===== src/rtl/ctrl_pkg.sv =====
`default_nettype none
// ============================================================================
// Package  : ctrl_pkg
// Summary  : Shared FSM states, RV32 opcode/funct fields, ALU encodings and the
//            instruction decoder used by the multicycle controller.
// Revision : 1.0 - initial release
// ============================================================================
package ctrl_pkg;

    typedef enum logic [2:0] {
        S_FETCH     = 3'd0,
        S_DECODE    = 3'd1,
        S_EXECUTE   = 3'd2,
        S_WRITEBACK = 3'd3,
        S_TRAP      = 3'd4
    } state_t;

    localparam logic [6:0] C_OPC_OP_IMM = 7'b0010011;
    localparam logic [6:0] C_OPC_OP     = 7'b0110011;
    localparam logic [6:0] C_OPC_BRANCH = 7'b1100011;
    localparam logic [6:0] C_OPC_JAL    = 7'b1101111;

    localparam logic [2:0] C_F3_ADD_SUB = 3'b000;
    localparam logic [2:0] C_F3_AND     = 3'b111;
    localparam logic [2:0] C_F3_OR      = 3'b110;
    localparam logic [2:0] C_F3_BEQ     = 3'b000;
    localparam logic [2:0] C_F3_BNE     = 3'b001;

    localparam logic [6:0] C_F7_BASE    = 7'b0000000;
    localparam logic [6:0] C_F7_ALT     = 7'b0100000;

    localparam logic [2:0] C_ALU_ADD    = 3'b000;
    localparam logic [2:0] C_ALU_SUB    = 3'b001;
    localparam logic [2:0] C_ALU_AND    = 3'b010;
    localparam logic [2:0] C_ALU_OR     = 3'b011;

    typedef struct packed {
        logic       legal;
        logic       alusrc;
        logic [2:0] aluctrl;
        logic       writes;
        logic       is_jal;
        logic       is_beq;
        logic       is_bne;
    } dec_t;

    // Anything not explicitly matched stays all-zero, i.e. illegal with idle controls.
    function automatic dec_t decode_instr(
        input logic [6:0] opcode,
        input logic [2:0] funct3,
        input logic [6:0] funct7
    );
        dec_t d;
        d = '0;
        case (opcode)
            C_OPC_OP_IMM: begin
                if (funct3 == C_F3_ADD_SUB) begin
                    d.legal   = 1'b1;
                    d.alusrc  = 1'b1;
                    d.aluctrl = C_ALU_ADD;
                    d.writes  = 1'b1;
                end
            end
            C_OPC_OP: begin
                case (funct3)
                    C_F3_ADD_SUB: begin
                        if (funct7 == C_F7_BASE) begin
                            d.legal   = 1'b1;
                            d.aluctrl = C_ALU_ADD;
                            d.writes  = 1'b1;
                        end else if (funct7 == C_F7_ALT) begin
                            d.legal   = 1'b1;
                            d.aluctrl = C_ALU_SUB;
                            d.writes  = 1'b1;
                        end
                    end
                    C_F3_AND: begin
                        if (funct7 == C_F7_BASE) begin
                            d.legal   = 1'b1;
                            d.aluctrl = C_ALU_AND;
                            d.writes  = 1'b1;
                        end
                    end
                    C_F3_OR: begin
                        if (funct7 == C_F7_BASE) begin
                            d.legal   = 1'b1;
                            d.aluctrl = C_ALU_OR;
                            d.writes  = 1'b1;
                        end
                    end
                    default: d = '0;
                endcase
            end
            C_OPC_BRANCH: begin
                if (funct3 == C_F3_BEQ) begin
                    d.legal   = 1'b1;
                    d.aluctrl = C_ALU_SUB;
                    d.is_beq  = 1'b1;
                end else if (funct3 == C_F3_BNE) begin
                    d.legal   = 1'b1;
                    d.aluctrl = C_ALU_SUB;
                    d.is_bne  = 1'b1;
                end
            end
            C_OPC_JAL: begin
                d.legal   = 1'b1;
                d.aluctrl = C_ALU_ADD;
                d.writes  = 1'b1;
                d.is_jal  = 1'b1;
            end
            default: d = '0;
        endcase
        return d;
    endfunction

endpackage
`default_nettype wire


===== src/rtl/imm_gen.sv =====
`default_nettype none
// ============================================================================
// Module   : imm_gen
// Summary  : Combinational immediate extraction (I/B/J formats) from the IR.
// Revision : 1.0 - initial release
// ============================================================================
module imm_gen
    import ctrl_pkg::*;
#(
    parameter int DATA_WIDTH = 32
) (
    input  logic [DATA_WIDTH-1:0] ir,
    output logic [DATA_WIDTH-1:0] imm
);

    logic [6:0] w_opcode;
    logic       w_sign;

    assign w_opcode = ir[6:0];
    assign w_sign   = ir[31];

    // R-type and unknown opcodes yield zero so a reset IR presents ImmOp=0.
    always_comb begin
        imm = '0;
        case (w_opcode)
            C_OPC_OP_IMM: imm = {{(DATA_WIDTH-12){w_sign}}, ir[31:20]};
            C_OPC_BRANCH: imm = {{(DATA_WIDTH-13){w_sign}}, ir[31], ir[7],
                                 ir[30:25], ir[11:8], 1'b0};
            C_OPC_JAL:    imm = {{(DATA_WIDTH-21){w_sign}}, ir[31], ir[19:12],
                                 ir[20], ir[30:21], 1'b0};
            default:      imm = '0;
        endcase
    end

endmodule
`default_nettype wire


===== src/rtl/multicycle_ctrl.sv =====
`default_nettype none
// ============================================================================
// Module   : multicycle_ctrl
// Summary  : Four-phase (fetch/decode/execute/writeback) RV32 subset controller
//            with PC sequencing and a sticky trap on unsupported instructions.
// Revision : 1.0 - initial release
// ============================================================================
module multicycle_ctrl
    import ctrl_pkg::*;
#(
    parameter int                    DATA_WIDTH    = 32,
    parameter int                    ADDRESS_WIDTH = 5,
    parameter logic [DATA_WIDTH-1:0] RESET_PC      = 32'h0
) (
    input  logic                     clk,
    input  logic                     rst_n,
    input  logic [DATA_WIDTH-1:0]    instr,
    input  logic                     instr_valid,
    output logic                     instr_ready,
    input  logic                     EQ,
    output logic [DATA_WIDTH-1:0]    PC,
    output logic [DATA_WIDTH-1:0]    next_PC,
    output logic [ADDRESS_WIDTH-1:0] rs1,
    output logic [ADDRESS_WIDTH-1:0] rs2,
    output logic [ADDRESS_WIDTH-1:0] rd,
    output logic [DATA_WIDTH-1:0]    ImmOp,
    output logic                     ALUsrc,
    output logic [2:0]               ALUctrl,
    output logic                     RegWrite,
    output logic                     jumpSaveNext,
    output logic                     illegal
);

    localparam logic [DATA_WIDTH-1:0] C_PC_STEP = DATA_WIDTH'(4);

    state_t                  r_state;
    logic [DATA_WIDTH-1:0]   r_pc;
    logic [DATA_WIDTH-1:0]   r_ir;
    dec_t                    r_dec;
    logic                    r_taken;
    logic                    r_illegal;
    logic                    r_regwrite;
    logic                    r_jump_save;
    logic [DATA_WIDTH-1:0]   w_imm;
    logic [ADDRESS_WIDTH-1:0] w_rd;

    imm_gen #(
        .DATA_WIDTH (DATA_WIDTH)
    ) u_imm_gen (
        .ir  (r_ir),
        .imm (w_imm)
    );

    assign w_rd = r_ir[7 +: ADDRESS_WIDTH];

    always_ff @(posedge clk or negedge rst_n) begin
        if (!rst_n) begin
            r_state     <= S_FETCH;
            r_pc        <= RESET_PC;
            r_ir        <= '0;
            r_dec       <= '0;
            r_taken     <= 1'b0;
            r_illegal   <= 1'b0;
            r_regwrite  <= 1'b0;
            r_jump_save <= 1'b0;
        end else begin
            case (r_state)
                S_FETCH: begin
                    // Decode is captured with the IR so ALU controls are stable from DECODE on.
                    if (instr_valid && instr_ready) begin
                        r_ir    <= instr;
                        r_dec   <= decode_instr(instr[6:0], instr[14:12], instr[31:25]);
                        r_state <= S_DECODE;
                    end
                end
                S_DECODE: begin
                    if (r_dec.legal) begin
                        r_state <= S_EXECUTE;
                    end else begin
                        r_illegal <= 1'b1;
                        r_state   <= S_TRAP;
                    end
                end
                S_EXECUTE: begin
                    r_taken     <= (r_dec.is_beq & EQ) | (r_dec.is_bne & ~EQ);
                    r_regwrite  <= r_dec.writes && (w_rd != '0);
                    r_jump_save <= r_dec.is_jal;
                    r_state     <= S_WRITEBACK;
                end
                S_WRITEBACK: begin
                    if (r_taken || r_dec.is_jal) begin
                        r_pc <= r_pc + w_imm;
                    end else begin
                        r_pc <= r_pc + C_PC_STEP;
                    end
                    r_taken     <= 1'b0;
                    r_regwrite  <= 1'b0;
                    r_jump_save <= 1'b0;
                    r_state     <= S_FETCH;
                end
                S_TRAP: begin
                    r_state <= S_TRAP;
                end
                default: begin
                    r_state <= S_TRAP;
                end
            endcase
        end
    end

    assign instr_ready  = (r_state == S_FETCH);
    assign PC           = r_pc;
    assign next_PC      = r_pc + C_PC_STEP;
    assign rs1          = r_ir[15 +: ADDRESS_WIDTH];
    assign rs2          = r_ir[20 +: ADDRESS_WIDTH];
    assign rd           = w_rd;
    assign ImmOp        = w_imm;
    assign ALUsrc       = r_dec.alusrc;
    assign ALUctrl      = r_dec.aluctrl;
    assign RegWrite     = r_regwrite;
    assign jumpSaveNext = r_jump_save;
    assign illegal      = r_illegal;

endmodule
`default_nettype wire

===== config.mk =====
export PLATFORM = sky130hd
export DESIGN_NAME = multicycle_ctrl
export DESIGN_NICKNAME = d
export VERILOG_FILES = /design/src/rtl/ctrl_pkg.sv /design/src/rtl/imm_gen.sv /design/src/rtl/multicycle_ctrl.sv
export SDC_FILE = /design/constraint.sdc
export NUM_CORES = 1
export LEC_CHECK = 0
export BUFFER_PORTS_ARGS = -buffer_cell sky130_fd_sc_hd__buf_4
export CAP_MARGIN = 20
export CORE_MARGIN = 1.5
export CORE_UTILIZATION = 55
export DETAILED_ROUTE_END_ITERATION = 12
export PLACE_DENSITY = 0.82
export REMOVE_ABC_BUFFERS = 1
export SYNTH_ARGS = -nofsm -noshare
export SYNTH_HDL_FRONTEND = slang
export SYNTH_HIERARCHICAL = 1
export SYNTH_SLANG_ARGS = --single-unit

===== constraint.sdc =====
create_clock -name clk -period 6.1 [get_ports clk]
set_input_delay 1.22 -clock clk [delete_from_list [all_inputs] [get_ports clk]]
set_output_delay 1.22 -clock clk [all_outputs]
set_load 0.05 [all_outputs]

# [Word level (Yosys, flattened, before mapping)]
# Index checks and enable logic that the tools add are counted.
[totals] regBits=80 elab_cells=77
[op_classes] add_sub_neg=2 eq_ne=15 muxes=30 bitwise=5 n_reduce_logical=11
[op_table] cell="32-bit case mux with 3 select lines" n=1
[op_table] cell="32-bit by 3-bit adder with 32-bit output, second input constant" n=1
[op_table] cell="32-bit adder" n=1
[op_table] cell="32-bit two-way mux" n=1
[op_table] cell="7-bit equality test, second input constant" n=4
[op_table] cell="7-bit by 5-bit equality test with 1-bit output, second input constant" n=2
[op_table] cell="7-bit by 6-bit equality test with 1-bit output, second input constant" n=2
[op_table] cell="3-bit two-way mux" n=4
[op_table] cell="3-bit case mux with 4 select lines" n=1
[op_table] cell="4-bit case mux with 3 select lines" n=1
[op_table] cell="1-bit two-way mux" n=11
[op_table] cell="3-bit case mux with 3 select lines" n=1
[op_table] cell="1-bit case mux with 2 select lines" n=4
[op_table] cell="7-bit logical NOT" n=1
[op_table] cell="3-bit by 1-bit equality test with 1-bit output, second input constant" n=2
[op_table] cell="3-bit by 2-bit equality test with 1-bit output, second input constant" n=2
[op_table] cell="3-bit equality test, second input constant" n=2
[op_table] cell="3-bit logical NOT" n=2
[op_table] cell="2-bit two-way mux" n=3
[op_table] cell="6-bit two-way mux" n=1
[op_table] cell="5-bit nonzero test" n=1
[op_table] cell="1-bit case mux with 4 select lines" n=1
[op_table] cell="2-bit AND reduction" n=2
[op_table] cell="1-bit case mux with 3 select lines" n=1
[op_table] cell="8 further kinds" n=11

# [Depth between registers and ports, before layout]
# Gate-level depths: netlist of run 1.
[logic_depth] word_depth=5 ltp_mapped=14 mapped_depth_nobuf=12

# [Modules after synthesis]
# Netlist of run 1, hierarchy kept.
[modules_own_cells] mod="multicycle_ctrl" instances=1 cells_per_inst=743 area_each_um2=5918.2 seq_area_each_um2=1976.9
[modules_own_cells] mod="imm_gen" instances=1 cells_per_inst=47 area_each_um2=412.9 seq_area_each_um2=0.0

# [Worst setup path before layout of run 1]
# OpenSTA, ideal clock, no wires.
[synth_timing] path_kind="reg2reg" from="reg r_ir[5]" to="reg r_pc[30] (netlist: PC[30])" t_arrival_ns=4.764 required_ns=5.962 slack_ns=1.198 stages_incl_launch_ff=14 path_buffers=2 period_less_slack_ns=4.902 cell_sequence="dfrtp_1 > nor3b_4 > a22oi_2 > nor3b_1 > buf_4 > ha_1 > clkbuf_1 > nand3_1 > or3_1 > nor4_1 > o41ai_1 > nand2b_1 > mux2i_1 > o21ai_0"
[synth_between] elab_chain_cells=4 elab_cells_between_ends=6
[synth_rtl] item="from (decl)" line="multicycle_ctrl.sv:38" rtl="logic [DATA_WIDTH-1:0] r_ir;"
[synth_rtl] item="from (signal assigned)" line="multicycle_ctrl.sv:71" rtl="r_ir <= instr;"
[synth_rtl] item="7-bit equality test or 7-bit by 5-bit equality test with 1-bit output (tied branches)" line="imm_gen.sv:25" rtl="case (w_opcode)"
[synth_rtl] item="32-bit case mux with 3 select lines (*)" line="imm_gen.sv:25"
[synth_rtl] item="net ImmOp[20]" line="multicycle_ctrl.sv:26" rtl="output logic [DATA_WIDTH-1:0] ImmOp,"
[synth_rtl] item="32-bit adder (*)" line="multicycle_ctrl.sv:92" rtl="r_pc <= r_pc + w_imm;"
[synth_rtl] item="32-bit two-way mux (*)" line="multicycle_ctrl.sv:91" rtl="if (r_taken || r_dec.is_jal) begin"
[synth_rtl] item="to (signal assigned)" line="multicycle_ctrl.sv:92"
[synth_rtl] item="to (signal assigned)" line="multicycle_ctrl.sv:94" rtl="r_pc <= r_pc + C_PC_STEP;"
[synth_rtl] item="to (decl)" line="multicycle_ctrl.sv:37" rtl="logic [DATA_WIDTH-1:0] r_pc;"
# The timed path passes the listed nets; every way through them passes the cells marked *.
# A chain may end at the register's enable or synchronous reset.

# [Worst setup path after layout of run 1]
[layout_timing] from="reg r_pc[2] (netlist: PC[2])" to="out next_PC[30]"
[layout_between] elab_chain_cells=1
[layout_rtl] item="32-bit by 3-bit adder with 32-bit output" line="multicycle_ctrl.sv:113" rtl="assign next_PC = r_pc + C_PC_STEP;"
[layout_rtl] item="to (decl)" line="multicycle_ctrl.sv:22" rtl="output logic [DATA_WIDTH-1:0] next_PC,"
# No other way between the ends.

==> out/qor.txt, run 1 <==
Peak VDD IR = 0.296 mV
Power Internal = 1.14 mW
Sequential share of the synthesized area = 0.312
First-pass GRT wire length = 29100 um
# hold bufs at CTS = 0
Port-buffer cells = 153
Synthesized netlist cell count = 790
Worst Reg2Reg Path Length in Cells = 12
Gpl congestion = 0.952
Clock Path Buffers = 2
Final setup fails = 0
Combinational share of power = 0.344
Reg2reg end = PC[27]
Clock Power Share = 0.269
Area of the die = 12200 um^2
Die height = 110 um
CTS H-tree depth = 3
Dominant cells by area after synthesis = dfrtp_1 31%, nand2_1 10%, ha_1 6.3%
RSZ-0062 raised after global routing = no
Worst R2R Start = r_ir[3]
Core ar. = 11000 um^2
Classification of the worst setup path = reg2out
Average cell area after synthesis = 8.01 um^2
Max layer used = met4
Total power = 1.95 mW
Vias/cell = 6.04
R2r setup slk = 2270 ps
GRT Overall Usage = 0.312
Initial antenna violation count = 0
Async SR Flop Fraction = 1.00
Finished Layout Cells = 1044
Total of fill cells in the finished design = 949
Syn Std Cell Area = 6330 um^2
Relative slew slack = 0.478
Met1 wire length = 8450 um
Hold crit path type = reg2reg
Std cell rows = 38
Leakage power = 3.75 nW
TritonCTS clock tree = built
Part of the power in registers = 0.387
Sw Ratio = 0.416
Period minus WS final = 4120 ps
Hold depth = 1
Metal3 WL = 1180 um
Post-synth EDFFs = 0
Startpoint Class = flip-flop
Max Slew Vio Count = 0
WL/cell = 17.9 um
Skew final = 11.4 ps
Worst-margin pin slew = 779 ps
Antenna diode count = 0
Status = finished, final reports clean
Met2 WL = 8610 um
Layout Nets = 968
CP arrival = 2900 ps
First drt pass iteration count = 5
Dpl ws = 2380 ps
Synth cell count leaders = 174 x nand2_1, 79 x dfrtp_1, 60 x a21oi_1, 56 x o21ai_0, 51 x nor2_1
Post-cts resize count = 0
Layout cell share with drive strength beyond 1 = 0.229
Clk slew on worst S/H paths = 70 ps
Pwr dens = 257 nW/um^2
Sw Pwr = 811 uW
Synth area leader = dfrtp_1
Unique cell type count in the Yosys netlist = 78
Ports = 155
Post-Place Cells = 1027
Yosys top cell area share = 0.312
Clock Latency Late Sink = 350 ps
Fin Hold WS = 467 ps
Count leader, synth = nand2_1
YS warnings = 6
Maxcap violations = 0
TritonCTS Sinks = 79
Number of global-route vias before repair = 5684
Die W = 110 um
Hold Startpoint = illegal
Final WL = 18700 um
Post-DP HPWL = 13700 um
Routed Antenna Nets = 0
Clock root cell = clkbuf_16
Number of buffers created by CTS = 9
Primary FF master, synth = dfrtp_1
Initial core utilization = 0.574
Synth Register Bits = 79
F_max = 243 MHz
Crit share post-route = 0.675
Required @ worst endpoint = 4880 ps
Post-CTS setup buffer count = 0
Crit path max fanout = 7
Via count = 6310
PnR worst setup slack = 1980 ps
DRT iter0 DRCs = 614
P&R area growth vs syn = 20.0%
Grt ovf = 0
Fin. Hold Viols = 0
CP Capture Type = output port
End point of the worst hold path = illegal
DRC Markers = 0
Largest net degree at the start of global routing = 80
sequential cells by signal, summed over array words and instances, names as in the netlist:
signal and count:
r_state 3, illegal 1, ALUsrc 1, r_dec 5, r_taken 1, jumpSaveNext 1
RegWrite 1, PC 32, ALUctrl 2, r_ir 32
logic make-up after synthesis:
kind of cell | share of synthesized area
AO/OA/AOI/OAI | 0.204
XOR/XNOR | 0.0706
adder cells (fa/ha/maj) | 0.0664
buffers and inverters | 0.0747
flip-flops | 0.312
multiplexers | 0.00672
other | 0.000592
AND/OR/NAND/NOR | 0.265
metrics by stage:
stage	util	instance area, um^2	setup TNS (ps)
after floorplan	-	5910	-250530
after global routing	0.689	7600	0
after global placement	0.661	7290	0
after detailed placement	0.661	7290	0
after CTS	0.686	7570	0
final	0.689	7600	0
how the worst max path moves through the flow:
stage            start          end
4_1_cts          PC[2]  next_PC[30]
3_5_place_dp     PC[2]  next_PC[30]
2_1_floorplan  r_ir[5]       PC[30]
5_1_grt          PC[2]  next_PC[30]
3_3_place_gp     PC[2]  next_PC[30]
6_report         PC[2]  next_PC[30]
power groups by stage:
stage               sequential (mW)  clock (mW)  combinational (mW)
CTS                           0.753       0.531               0.667
finish                        0.755       0.525               0.671
floorplan                     0.908           0               0.282
detailed placement            0.761           0               0.662
global placement              0.754           0               0.653
global route                  0.769       0.547               0.719
critical path, cell delays in order (launching register included):
cell and delay [ps]:
dfrtp_1 480, ha_1 290, and4_2 310, nand3_2 130
nor2_1 350, nand4_1 300, or2_1 330, xnor2_1 140
buf_4 210
cells in the final DEF, fill, tap and decap left out, drive strengths merged, types with 4 or more instances in the layout:
master  instances
a211oi          9
a21boi          4
a21o           16
a21oi          60
a22oi           4
a32o            4
a32oi           4
and2            6
and3           10
and4            6
buf           160
clkbuf         10
clkinv          4
dfrtp          79
ha             32
inv            17
nand2         174
nand3          27
nand4           9
nor2           53
nor2b           7
nor3           12
nor3b           9
nor4            5
o211ai          5
o21ai          57
o21bai          7
o31ai           4
o41ai           5
or2             4
or3             6
xnor2          35
xor2           16
cell type report:
class | instances | area (um^2) | area share
tap | 140 | 175 | 0.0231
sequential | 79 | 1980 | 0.260
clock buffer | 10 | 239 | 0.0315
timing repair buffer | 160 | 1220 | 0.161
inverter | 15 | 56.3 | 0.00741
clock inverter | 6 | 41.3 | 0.00544
multi-input combinational | 634 | 3890 | 0.512
metal layers:
metal / track usage / vias up
li1: - / 3001
met1: 0.437 / 3007
met2: 0.483 / 264
met3: 0.0441 / 38
met4: 0.131 / 0
met5: 0 / -
Note: power is estimated with default switching activity, not from simulation.
==> run 2, diff against run 1 <==
- CORE_UTILIZATION: 55 -> 50
- PLACE_DENSITY: 0.82 -> 0.78
- clock period: 6.1 -> 3.3 ns (I/O delays scaled with it)
==> run 2 against run 1 <==
The flow now finishes with violations (negative setup slack). Routed wire length increased by 8.6%. Worst hold slack got worse by 160 ps. Core utilization increased by 3.1 points. Setup slack got worse by 2000 ps. Die area increased by 9.7%. Via count increased by 6.4%. Register-to-register slack got worse by 2300 ps. Global-route usage decreased by 2.5 points. Clock skew decreased by 3.9 ps. First-iteration DRC count decreased by 1.8%. Non-clock buffer count increased by 85. Final cell count increased by 11%. Critical endpoint is now PC[27]. Largest power group unchanged.
==> out/qor.txt, run 2 (synthesis gave the netlist of run 1 again) <==
Placed inst area = 7870 um^2 (was 7290 um^2)
Core ar. = 12200 um^2 (was 11000 um^2)
Status = finished, violations left (was finished, final reports clean)
Most common cell after layout, fill and taps aside = buf_4 (was nand2_1)
F_max = 300 MHz
Most frequent cells in the layout = 239 x buf_4, 171 x nand2_1, 73 x dfrtp_1 (was 174 x nand2_1, 159 x buf_4, 79 x dfrtp_1)
Vias/cell = 5.80 (was 6.04)
Post-DP HPWL = 13800 um (was 13700 um)
Pwr dens = 433 nW/um^2 (was 257 nW/um^2)
Sw Ratio = 0.416 (about the same)
Failing checks = negative setup slack
PnR worst setup slack = -33.7 ps (was 1980 ps)
Grt ovf = 0 (unchanged)
Clock Path Buffers = 2 (unchanged)
Routed Antenna Nets = 0 (unchanged)
Final setup fails = 4 (was 0)
Initial antenna violation count = 0 (unchanged)
Skew final = 7.59 ps (was 11.4 ps)
Ports = 155 (unchanged)
P&R area growth vs syn = 38.3% (was 20.0%)
Number of global-route vias before repair = 6055 (was 5684)
Crit share post-route = 1.01
Antenna diode count = 0 (unchanged)
Fin Hold WS = 303 ps (was 467 ps)
Area of the die = 13300 um^2 (was 12200 um^2)
DRC Markers = 0 (unchanged)
CP Capture Type = flip-flop (was output port)
CP endpoint = PC[27] (was next_PC[30])
CTS H-tree depth = 3 (unchanged)
Clock Power Share = 0.264 (was 0.269)
First drt pass iteration count = 5 (unchanged)
Worst R2R Start = r_ir[6] (was r_ir[3])
Clock root cell = clkbuf_16 (unchanged)
Clk slew on worst S/H paths = 70 ps (about the same)
Maxcap violations = 0 (unchanged)
WL/cell = 17.6 um (was 17.9 um)
Required @ worst endpoint = 3560 ps (was 4880 ps)
Die W = 116 um (was 110 um)
Number of buffers created by CTS = 9 (unchanged)
Fin area = 8750 um^2 (was 7600 um^2)
Layout Nets = 1053 (was 968)
Reg2reg end = PC[27] (unchanged)
Combinational share of power = 0.365 (was 0.344)
Period minus WS final = 3330 ps
TritonCTS Sinks = 79 (unchanged)
Part of the power in registers = 0.370 (was 0.387)
Die height = 116 um (was 110 um)
GRT Overall Usage = 0.287 (was 0.312)
First-pass GRT wire length = 30500 um (was 29100 um)
Power Internal = 2.22 mW (was 1.14 mW)
Crit path max fanout = 8 (was 7)
Classification of the worst setup path = reg2reg (was reg2out)
R2r setup slk = -30 ps (was 2270 ps)
Largest net degree at the start of global routing = 80 (unchanged)
Std cell rows = 40 (was 38)
DRT iter0 DRCs = 603 (was 614)
Peak VDD IR = 0.556 mV (was 0.296 mV)
Initial core utilization = 0.521 (was 0.574)
Port-buffer cells = 153 (unchanged)
Layout cell share with drive strength beyond 1 = 0.368 (was 0.229)
CP arrival = 3600 ps (was 2900 ps)
Hold crit path type = in2async (was reg2reg)
Worst-margin pin slew = 763 ps (was 779 ps)
Final WL = 20300 um (was 18700 um)
Clock Latency Late Sink = 340 ps (was 350 ps)
RSZ-0062 raised after global routing = yes (was no)
Via count = 6715 (was 6310)
Startpoint Class = flip-flop (unchanged)
Sw Pwr = 1.58 mW (was 811 uW)
Worst Reg2Reg Path Length in Cells = 13 (was 12)
TritonCTS clock tree = built (unchanged)
Leakage power = 4.27 nW (was 3.75 nW)
CP Launch Point = r_ir[6] (was PC[2])
Max Slew Vio Count = 0 (unchanged)
Relative slew slack = 0.489 (was 0.478)
Gpl congestion = 0.914 (was 0.952)
Fin. Hold Viols = 0 (unchanged)
run 2: cell count changes in the layout (fill, tap and decap cells not counted), moves of 7 or more:
cell / change
a21oi_2: +9
o21ai_0: -12
buf_4: +80
ha_4: +12
a21oi_1: -10
o21ai_1: +7
ha_1: -14
run 2: layout make-up:
| type | instances | area, um^2 |
|---|---|---|
| flip-flops and latches | 79 | 1980 |
| repair buffers | 245 | 1870 |
| multi-input cells | 634 | 4340 |
| well taps | 168 | 210 |
| fillers | 884 | 3410 |
| clock buffers | 10 | 239 |
| inverters | 15 | 56.3 |
| clock inverters | 6 | 50.0 |
run 2: worst min-delay path by stage:
stage / startpoint / end / slack [ps]
final: rst_n / r_ir[8] / 300
after global placement: r_ir[29] / r_ir[29] / 450
after detailed placement: illegal / illegal / 450
after global routing: rst_n / r_ir[11] / 340
after CTS: illegal / illegal / 470
after floorplan: rst_n / ALUctrl[0] / 360
run 2: per-stage QoR:
step | utilization | instances | setup WS (ps) | setup TNS (ps) | total power [mW]
CTS | 0.679 | 1148 | -45.0 | -215 | 3.73
global placement | 0.647 | 1128 | -90.8 | -253 | 2.68
detailed placement | 0.647 | 1128 | -172 | -774 | 2.71
finish | 0.720 | 1157 | -33.7 | -93.8 | 3.79
global route | 0.720 | 1157 | -183 | -968 | 3.96
floorplan | - | 728 | -14490 | -316800 | 2.20
run 2: per-layer routing:
| metal | vias to the layer above | wire, um | track usage |
|---|---|---|---|
| li1 | 3159 | - | - |
| met1 | 3194 | 8500 | 0.393 |
| met2 | 316 | 9850 | 0.469 |
| met3 | 46 | 1420 | 0.0397 |
| met4 | 0 | 565 | 0.101 |
| met5 | - | 0 | 0 |
run 2: timing repair:
action | 4_1_cts | 5_1_grt
hold buffers | 0 | 0
gates cloned | 0 | 0
buffers inserted | 4 | 8
gates resized for setup | 18 | 84
endpoints found under the setup margin | 14 | 23
pin swaps | 5 | 29
run 2: worst max-delay path, stage by stage, from the launching register on:
cell,delay (ps)
dfrtp_2,440
and3b_4,220
buf_4,130
o211a_4,260
a21o_1,200
ha_1,430
nand2_1,180
nor2_4,140
nand4b_1,170
a21boi_2,220
o211ai_1,190
a21oi_1,200
mux2_2,350
o21ai_1,120
run 2: power groups by stage:
stage	sequential [mW]	clock [mW]	combinational, mW
4_1_cts	1.40	1.01	1.33
2_1_floorplan	1.68	0	0.521
5_1_grt	1.43	1.05	1.48
3_5_place_dp	1.41	0	1.30
6_report	1.40	1.00	1.38
3_3_place_gp	1.40	0	1.28
==> run 3, diff against run 2 <==
- CORE_UTILIZATION: 50 -> 49
- SYNTH_HIERARCHICAL: 1 -> unset
==> run 3 against run 2 <==
The flow still finishes with violations (negative setup slack). Global-route usage up 0.19 points. Via count decreased by 6.5%. Final area decreased by 5.1%. Clock skew grew 4.8 ps. Sequential power fell by 9%. Core utilization is 1.1 points higher. Critical path depth rose by 3. Setup slack got worse by 370 ps. Synthesized area decreased by 10%. Fmax shrank 9.9%. Critical path type unchanged. Highest routed layer unchanged.
==> out/qor.txt, run 3 <==
Status = finished, violations left (unchanged)
Failing checks = negative setup slack (unchanged)
Antenna diode count = 0 (unchanged)
Combinational share of power = 0.294 (was 0.365)
Routing usage on met2 = 0.486 (was 0.469)
Finished Layout Cells = 1085 (was 1157)
Die W = 111 um (was 116 um)
Crit path max fanout = 5 (was 8)
Slowest cell on crit path = dfrtp_1 (was dfrtp_2)
Clock root cell = clkbuf_16 (unchanged)
Maxcap violations = 0 (unchanged)
Leakage power = 4.25 nW (was 4.27 nW)
Skew final = 12.4 ps (was 7.59 ps)
F_max = 270 MHz (was 300 MHz)
Setup TNS = -2450 ps (was -93.8 ps)
Initial core utilization = 0.501 (was 0.521)
Pwr dens = 382 nW/um^2 (was 433 nW/um^2)
RSZ-0062 raised after global routing = yes (unchanged)
Unique cell type count in the Yosys netlist = 65 (was 78)
P&R area growth vs syn = 45.9% (was 38.3%)
Worst path max stage delay = 430 ps (was 440 ps)
Fin area = 8310 um^2 (was 8750 um^2)
Synth area leader = dfrtp_1 (unchanged)
PnR worst setup slack = -401 ps (was -33.7 ps)
Fin. Hold Viols = 0 (unchanged)
Crit share post-route = 1.12 (was 1.01)
CTS H-tree depth = 3 (unchanged)
Number of global-route vias before repair = 5898 (was 6055)
Synth cell count leaders = 154 x nand2_1, 79 x dfrtp_1, 50 x a21oi_1, 48 x nor2_1, 40 x o21ai_0 (was 174 x nand2_1, 79 x dfrtp_1, 60 x a21oi_1, 56 x o21ai_0, 51 x nor2_1)
Routed Antenna Nets = 0 (unchanged)
Primary FF master, synth = dfrtp_1 (unchanged)
CP arrival = 3940 ps (was 3600 ps)
Max Slew Vio Count = 0 (unchanged)
# hold bufs at CTS = 0 (unchanged)
Syn Std Cell Area = 5700 um^2 (was 6330 um^2)
Layout cell share with drive strength beyond 1 = 0.397 (was 0.368)
Std cell rows = 39 (was 40)
Startpoint Class = flip-flop (unchanged)
GRT met1 Usage = 0.376 (was 0.393)
CP Capture Type = flip-flop (unchanged)
TritonCTS clock tree = built (unchanged)
Average cell area after synthesis = 7.93 um^2 (was 8.01 um^2)
Worst Path Buf+Inv = 3 (was 1)
Initial antenna violation count = 0 (unchanged)
Ports = 155 (unchanged)
Sw Ratio = 0.374 (was 0.416)
Yosys top cell area share = 0.347 (was 0.312)
Crit path cell chain = and3b_2, o21ai_0, o21ai_1, buf_4, and2_1, ha_1, a21o_1, a31oi_1, o22ai_2, o211a_1, a311o_1, buf_4, buf_4, nor4_2, o311ai_4, xnor2_1 (was and3b_4, buf_4, o211a_4, a21o_1, ha_1, nand2_1, nor2_4, nand4b_1, a21boi_2, o211ai_1, a21oi_1, mux2_2, o21ai_1)
Most frequent cells in the layout = 262 x buf_4, 150 x nand2_1, 73 x dfrtp_1 (was 239 x buf_4, 171 x nand2_1, 73 x dfrtp_1)
Clock Power Share = 0.306 (was 0.264)
Part of the power in registers = 0.399 (was 0.370)
Post-Place Cells = 1049 (was 1128)
Clock Path Buffers = 2 (unchanged)
Classification of the worst setup path = reg2reg (unchanged)
Via count = 6276 (was 6715)
Post-synth EDFFs = 0 (unchanged)
Total of fill cells in the finished design = 840 (was 884)
Final setup fails = 13 (was 4)
Sequential share of the synthesized area = 0.347 (was 0.312)
Vias/cell = 5.78 (was 5.80)
Met3 GRT Util = 0.0498 (was 0.0397)
Period minus WS final = 3700 ps (was 3330 ps)
Hold crit path type = in2async (unchanged)
YS warnings = 0 (was 6)
Synthesized netlist cell count = 718 (was 790)
GRT Overall Usage = 0.289 (was 0.287)
Core ar. = 11400 um^2 (was 12200 um^2)
Port-buffer cells = 153 (unchanged)
Area of the die = 12300 um^2 (was 13300 um^2)
Final WL = 18800 um (was 20300 um)
First drt pass iteration count = 5 (unchanged)
WL/cell = 17.4 um (was 17.6 um)
Required @ worst endpoint = 3540 ps (was 3560 ps)
Grt ovf = 0 (unchanged)
Crit path top cell by count = buf_4
Most common cell after layout, fill and taps aside = buf_4 (unchanged)
Clk slew on worst S/H paths = 70 ps (about the same)
Count leader, synth = nand2_1 (unchanged)
Layout Nets = 995 (was 1053)
Power Internal = 1.99 mW (was 2.22 mW)
Die height = 111 um (was 116 um)
Grt peak-use layer = met2 (unchanged)
Synth Register Bits = 79 (unchanged)
Peak VDD IR = 0.376 mV (was 0.556 mV)
Async SR Flop Fraction = 1.00 (unchanged)
Placed inst area = 7400 um^2 (was 7870 um^2)
DRC Markers = 0 (unchanged)
Sw Pwr = 1.19 mW (was 1.58 mW)
TritonCTS Sinks = 79 (unchanged)
Relative slew slack = 0.312 (was 0.489)
Dominant cells by area after synthesis = dfrtp_1 35%, nand2_1 10%, xnor2_1 4.9% (was dfrtp_1 31%, nand2_1 10%, ha_1 6.3%)
Fin util = 0.731 (was 0.720)
First-pass GRT wire length = 29000 um (was 30500 um)
CP delay by family, top = compound AO/OA/AOI/OAI gates (unchanged)
Worst-margin pin slew = 1030 ps (was 763 ps)
Gpl congestion = 0.905 (was 0.914)
Number of buffers created by CTS = 9 (unchanged)
DRT iter0 DRCs = 518 (was 603)
Largest net degree at the start of global routing = 80 (unchanged)
Clock Latency Late Sink = 360 ps (was 340 ps)
Post-DP HPWL = 13200 um (was 13800 um)
[run 3: cell types whose count changed in the layout (fill, tap and decap cells not counted), moves of 5 or more]
cell      previous run  this run
ha_1                18        11
nor2b_1              6         1
a21oi_1             50        40
nand2_1            171       150
nor3_1              11        18
o21ai_0             44        32
a31oi_1              2         8
buf_6                5        10
nand3_2              7         1
xor2_1              16        24
buf_4              239       262
a211oi_2             5         0
o21bai_1             6         1
[run 3: cells by family after synthesis]
kind of cell,Yosys count,synth area share
multiplexers,7,0.0130
AO/OA/AOI/OAI,159,0.173
AND/OR/NAND/NOR,311,0.252
adder cells (fa/ha/maj),22,0.0496
other,1,0.000658
buffers and inverters,83,0.0784
XOR/XNOR,56,0.0861
flip-flops,79,0.347
[run 3: metrics by stage]
stage / setup slack (ps) / hold WS, ps / total power [mW]
after floorplan: -1550 / 364 / 1.76
after global placement: -410 / 443 / 2.11
after detailed placement: -534 / 449 / 2.14
after CTS: -272 / 471 / 3.13
after global routing: -561 / 293 / 3.29
final: -401 / 258 / 3.17
[run 3: path summary, 6_finish.rpt]
check	startpoint	depth (start not counted)	end	slack, ps
worst max-delay path	r_ir[6]	16	PC[29]	-400
worst max register to register	r_ir[6]	16	PC[29]	-400
max in group asynchronous	rst_n	2	r_ir[5]	2440
min in group clk	illegal	1	illegal	470
worst min-delay path	rst_n	1	PC[6]	260
worst min register to register	illegal	1	illegal	470
[run 3: what timing repair did]
action,CTS,global route
gates resized for setup,47,57
setup endpoints to repair,26,27
buffers inserted,5,17
pin swaps,19,30
[run 3: power groups by stage]
stage	Combinational, mW	Sequential [mW]	Clock (mW)
floorplan	0.261	1.50	0
finish	0.934	1.27	0.972
global placement	0.854	1.26	0
detailed placement	0.871	1.27	0
CTS	0.899	1.25	0.976
global route	0.992	1.29	1.01
[run 3: layout make-up]
| class | count | area, um^2 | area share |
|---|---|---|---|
| clock buffers | 10 | 229 | 0.0276 |
| inverters | 18 | 67.6 | 0.00813 |
| flip-flops and latches | 79 | 1980 | 0.239 |
| clock inverters | 6 | 51.3 | 0.00617 |
| repair buffers | 273 | 2110 | 0.254 |
| multi-input cells | 556 | 3690 | 0.444 |
| well taps | 143 | 179 | 0.0215 |
[run 3: metal layers]
layer	vias up	routed length (um)
met1	3027	7830
met5	-	0
met4	0	465
met3	46	1320
met2	286	9210
li1	2917	-
